`config.mk`:
```
export PLATFORM = sky130hd
export DESIGN_NAME = counter_bus_reader
export DESIGN_NICKNAME = d
export VERILOG_FILES = /design/src/rtl/counter_bus_reader.sv
export SDC_FILE = /design/constraint.sdc
export NUM_CORES = 1
export LEC_CHECK = 0
export BUFFER_PORTS_ARGS = -buffer_cell sky130_fd_sc_hd__buf_4
export CORE_MARGIN = 2
export CORE_UTILIZATION = 56
export DETAILED_ROUTE_END_ITERATION = 12
export PLACE_DENSITY = 0.84
export SLEW_MARGIN = 20
export SYNTH_ARGS = -nofsm -noshare
export SYNTH_HDL_FRONTEND = slang
export SYNTH_SLANG_ARGS = --single-unit
```
`constraint.sdc`:
```
create_clock -name clk -period 2.5 [get_ports clk]
set_input_delay 0 -clock clk [delete_from_list [all_inputs] [get_ports clk]]
set_output_delay 0 -clock clk [all_outputs]
set_load 0.01 [all_outputs]
```
`src/rtl/counter_bus_reader.sv`:
```
// Load-then-sample controller for an 8-bit counter on a shared count bus.
// Periodically enables the counter's bus driver, captures the value and offers it over valid/ready.
module counter_bus_reader #(
  parameter int unsigned SAMPLE_PERIOD = 16,
  parameter int unsigned SETTLE        = 1
) (
  input  logic       clk,
  input  logic       rst_n,
  input  logic       start,
  input  logic       stop,
  input  logic [7:0] preset_val,
  input  logic [7:0] bus_in,
  output logic       cnt_load,
  output logic       cnt_out_en,
  output logic [7:0] sample,
  output logic [7:0] delta,
  output logic       wrap,
  output logic       sample_valid,
  input  logic       sample_ready,
  output logic       overrun,
  output logic       busy
);

  typedef enum logic [1:0] {IDLE, LOAD, RUN} state_t;

  localparam logic [7:0] PERIOD  = 8'(SAMPLE_PERIOD);
  localparam logic [7:0] OE_FROM = 8'(SAMPLE_PERIOD - SETTLE);

  state_t     state_q, state_d;
  logic [7:0] timer_q, timer_d;
  logic [7:0] preset_q;
  logic [7:0] prev_q;
  logic       capture;
  logic       start_ok;
  logic       oe_d;

  assign start_ok = (state_q == IDLE) && start && !stop;

  // Timer holds the number of cycles since the LOAD cycle; wraps back to 1 on each capture.
  always_comb begin
    state_d = state_q;
    timer_d = timer_q;
    capture = 1'b0;
    case (state_q)
      IDLE: if (start_ok) state_d = LOAD;
      LOAD: begin
        timer_d = 8'd1;
        state_d = stop ? IDLE : RUN;
      end
      RUN: begin
        capture = (timer_q == PERIOD);
        timer_d = capture ? 8'd1 : timer_q + 8'd1;
        if (stop) state_d = IDLE;
      end
      default: state_d = IDLE;
    endcase
    oe_d = (state_d == RUN) && (timer_d >= OE_FROM);
  end

  always_ff @(posedge clk) begin
    if (!rst_n) begin
      state_q      <= IDLE;
      timer_q      <= '0;
      preset_q     <= '0;
      prev_q       <= '0;
      cnt_load     <= 1'b0;
      cnt_out_en   <= 1'b0;
      busy         <= 1'b0;
      sample       <= '0;
      delta        <= '0;
      wrap         <= 1'b0;
      sample_valid <= 1'b0;
      overrun      <= 1'b0;
    end else begin
      state_q    <= state_d;
      timer_q    <= timer_d;
      cnt_load   <= (state_d == LOAD);
      cnt_out_en <= oe_d;
      busy       <= (state_d != IDLE);

      if (start_ok) begin
        preset_q <= preset_val;
        overrun  <= 1'b0;
      end

      if (state_q == LOAD) prev_q <= preset_q - 8'd1;

      if (capture) begin
        sample       <= bus_in;
        delta        <= bus_in - prev_q;
        wrap         <= (bus_in < prev_q);
        prev_q       <= bus_in;
        sample_valid <= 1'b1;
        if (sample_valid && !sample_ready) overrun <= 1'b1;
      end else if (sample_valid && sample_ready) begin
        sample_valid <= 1'b0;
      end
    end
  end

endmodule

```
After elaboration in Yosys (flattened, before gate mapping)
Cells that the tools add are included.
- flip-flop bits (word level): 48
- output and inout bits: 22
- word-level logic and storage cells: 47
- $add $sub $neg: 3
- order comparisons: 2
- equal/unequal tests: 5
- mux-type cells: 14
- reductions and logical operators: 11
- operators by type and width (kind ; count):
    $mux 8 ; 3
    $pmux 8 s2 ; 1
    $add 8x1->8 const B ; 1
    $eq 8x5->1 const B ; 1
    $ge 8x4->1 const B ; 1
    $lt 8x8->1 ; 1
    $sub 8x1->8 const B ; 1
    $sub 8x8->8 ; 1
    $mux 1 ; 6
    $mux 2 ; 3
    $pmux 2 s3 ; 1
    $reduce_bool 2->1 ; 3
    $logic_and 1x1->1 ; 5
    $eq 2x1->1 const B ; 2
    $eq 2x2->1 const B ; 2
    $logic_not 1->1 ; 2
    $logic_not 2->1 ; 1

Longest topological paths before layout
- depth in word-level cells: 7
- depth in mapped cells: 9
- mapped depth without buffers: 8

Worst setup path after synthesis
OpenSTA, ideal clock, no wires.
- kind: register -> register
- start: register prev_q[0]
- end: register delta[6]
- library setup time: 0.060 ns
- arrival: 1.798 ns
- path slack: 0.642 ns
- stages on the path, launching flop included: 8
- buffers on the path: 0
- clock period less this slack: 1.858 ns
- cells stage by stage: dfxtp_1 > ha_1 > fa_1 > nor2b_1 > o31a_1 > o21ai_0 > a2111oi_0 > a311o_1
- cells in the longest elaborated chain, start to end: 1
- ends and longest elaborated chain (what ; RTL line ; text):
    from (decl) ; 32 ; logic [7:0] prev_q;
    from (signal assigned) ; 86 ; if (state_q == LOAD) prev_q <= preset_q - 8'd1;
    from (signal assigned) ; 92 ; prev_q <= bus_in;
    $sub 8x8->8 ; 90 ; delta <= bus_in - prev_q;
    to (signal assigned) ; 90 ;
    to (decl) ; 16 ; output logic [7:0] delta,
No other way between the ends.
A chain may end at the register's enable or synchronous reset.

Final worst setup path
- start: input port bus_in[0]
- end: register delta[6]
- cells in the longest elaborated chain, start to end: 1
- ends and longest elaborated chain (what ; RTL line ; text):
    from (decl) ; 12 ; input logic [7:0] bus_in,
    $sub 8x8->8 ; 90 ;
No other way between the ends.

==> impl_results.md <==
* Peak VDD IR at a little under 0.0004 V
* Hold depth at 3
* Post-Syn Instances at 319
* WP data required at 2750 ps
* Starting Density at 0.583
* Outcome: completed
* TritonCTS buffer count at 5
* Via count at roughly 2400
* Area added between synthesis and finish at 24.3%
* Max incr delay on CP at ~520 ps
* GP Congestion at 0.824
* Largest family of logic cells by synthesized area: simple AND/OR/NAND/NOR gates
* Final hold vios at 0
* Synth warn at 0
* Synth Area in XOR/XNOR at 0.0445
* Final setup viols at 0
* Slew Viols, Final at 0
* CP cell instances: dlygate4sd3_1 -> buf_4 -> inv_1 -> ha_1 -> fa_1 -> nor2b_1 -> o31a_1 -> o21ai_0 -> a2111oi_0 -> a311o_1
* Hold Crit Endpoint: sample[5]
* CP Max Fanout at 3
* Synth Area in Compound Gates at 0.183
* Layout cell share with drive strength beyond 1 at 0.173
* Post-Synth Simple-Gate Area at 0.243
* Syn Area/Cell at 8.01 um^2
* Clock slew at reported path FFs at around 90 ps
* Slowest cell on the critical path: dlygate4sd3_1
* Yosys cell types at 55
* Antenna violations before repair at 0
* Worst slew pin tran at 575 ps
* Final WL at 5940 um
* DP Wirelength at roughly 4300 um
* Total chip power at 1.77 mW
* Post-synth EDFFs at 0
* Syn nets at ~360
* RSZ-0062 raised after global routing: false
* Reg2reg end: delta[6]
* ANT nets after route at 0
* Fin cells at 423
* Post-synth ARST share at 0
* CTS tree: done
* Grt total ovfl at 0
* Post-synthesis cell area at approximately 0.0026 mm^2
* Reg2reg setup slack at 430 ps
* Fmax achieved at 473 MHz
* Die width at 71.6 um
* Vias in the first global route at ~2300
* Post-synthesis mux area share at 0.00783
* Clk_skew at around 9.2 ps
* ANT cells at 0
* Clk buf depth at 2
* Die Area at 0.00512 mm^2
* Gr usage total at 0.245
* Number of setup buffers added after CTS at 0
* WP data arrival at 2360 ps
* CTS Root Cell: clkbuf_8
* Clock Latency Late Sink at 300 ps
* Design area at roughly 0.0032 mm^2
* Pin count of the biggest net entering global routing at 20
* Die Height at 71.6 um
* Synthesized flop and latch total at 48
* Hold WS at 3.90 ps
* RR Startpoint: prev_q[0]
* WL/cell at 14.0 um
* Ys flop type: dfxtp_1
* DRC Markers at 0
* Via density at roughly 5.7
* Inst Count DP at 401
* Fin nets at between 400 and 500
* Slew Limit Headroom at 0.614
* Setup_tns at 0 ps
* Register area share after synthesis at 0.376
* # rows at 24
* I/O Buffers at 42
* Hold Path Class: input port to flip-flop
* PD cells at about 560 mW/mm^2
* Placed cell areas at 0.00290 mm^2
* Adder-Cell Fraction of Synth Area at 0.0813
* TritonRoute pass-1 iters at 4
* Max Cap Violations at 0
* Leakage at 1.27 nW
* First-pass GRT wire length at around 10000 um
* Core area at 0.00438 mm^2
* CTS H-tree lvls at 2
* I/O Pins at 43
* CP Launch Type: input port
* Worst Reg-to-Reg Cells at 7
* Setup crit end kind: flip-flop
* Final Cycle Share at 0.846
* Worst hold start: bus_in[5]
* Fill count at 340
* Clock sinks at 48
* Iteration-0 DRC Markers at 184
* Shortest period the worst path allows at 2110 ps
* Critical path origin: bus_in[0]
* Crit Path Class: input port to flip-flop
-- cells in the mapped netlist (3+ instances only) --
master    number  area share
buf_2          5      0.0098
nor3_1         8       0.016
o21a_1         3      0.0088
a21oi_1       30       0.059
and2_1         5       0.012
nand3b_1       3      0.0088
inv_1         25       0.037
o211ai_1       6       0.018
o21ai_0       12       0.023
ha_1          15       0.073
xnor2_1        7       0.024
nand2_1       55       0.081
a211oi_1       5       0.015
clkbuf_1      10       0.015
dfxtp_1       48        0.38
xor2_1         6       0.021
nor2b_1        4      0.0098
nor4_1         5       0.012
nor2_1        20       0.029
nand4_1        4      0.0098
nand3_1        3      0.0059
-- worst max path at each step --
stage	endpoint	slack (ps)	depth (start not counted)
2_1_floorplan	delta[6]	640	7
3_5_place_dp	delta[6]	470	7
6_report	delta[6]	390	10
5_1_grt	cnt_out_en	130	7
3_3_place_gp	cnt_out_en	550	7
4_1_cts	delta[6]	410	10
-- per-stage QoR --
step	setup WS, ps	utilization
after floorplan	642	-
after global placement	553	0.661
after detailed placement	471	0.661
after CTS	410	0.725
after global routing	127	0.725
final	385	0.725
-- where the power goes --
part | internal [mW] | leakage, nW | switching [mW]
combinational | 0.145 | 0.813 | 0.164
clock | 0.394 | 0.0642 | 0.257
sequential | 0.790 | 0.389 | 0.0238
-- cell families after synthesis --
group,Yosys count
AND/OR/NAND/NOR,124
AO/OA/AOI/OAI,74
flip-flops,48
buffers and inverters,42
adder cells (fa/ha/maj),16
XOR/XNOR,13
multiplexers,2
-- what timing repair did --
action | in CTS | in global routing
hold buffers | 15 | 0
endpoints found under the setup margin | 0 | 0
gates resized for setup | 0 | 0
endpoints found under the hold margin | 20 | 0
-- flip-flops by register name, indices dropped and copies added, names as in the netlist --
name,flops
busy,1
cnt_load,1
cnt_out_en,1
delta,8
overrun,1
preset_q,8
prev_q,8
sample,8
sample_valid,1
state_q,2
timer_q,8
wrap,1
-- critical path: cells and delay by family --
family,cells,cell delay (ps)
buffers and inverters,3,670
and+or+nand+nor,1,190
adders and majority gates,2,600
AOI/OAI and AO/OA,4,900
-- routing by layer --
metal	wire, um	global-route usage	part of all wire	vias to the layer above
met5	0	0	0	-
met4	81	0.0545	0.014	0
met3	311	0.0703	0.052	12
met2	2960	0.418	0.50	80
met1	2580	0.310	0.43	1127
li1	-	-	-	1201
-- cell type report --
cell class,instances,area (um^2),area share
clock buffers,5,68.8,0.0217
clock inverters,2,60.1,0.0189
inverters,26,97.6,0.0307
multi-input cells,229,1430,0.450
flip-flops and latches,48,961,0.302
well taps,52,65.1,0.0205
repair buffers,61,495,0.156
-- cells in the final DEF, fill, tap and decap left out, types with 2 or more instances in the layout --
cell,Yosys,final
nor3_1,8,8
nand4b_1,2,2
bufinv_16,0,2
nand4_1,4,4
o211ai_1,6,6
dlygate4sd3_1,0,15
dfxtp_1,48,48
and2_1,5,5
mux2i_1,2,2
a21oi_1,30,30
nor3b_1,2,2
nand3b_1,3,3
o21a_1,3,3
xnor2_1,7,7
a311o_1,2,2
nor4_1,5,5
buf_4,0,46
ha_1,15,15
o22ai_1,2,2
nand3_1,3,3
o21ai_0,12,12
nor2b_1,4,4
o2111ai_1,2,2
nor2_1,20,20
xor2_1,6,6
inv_1,25,25
clkbuf_8,0,5
nand2_1,55,55
a211oi_1,5,5
Power figures use the tool's default switching activity.
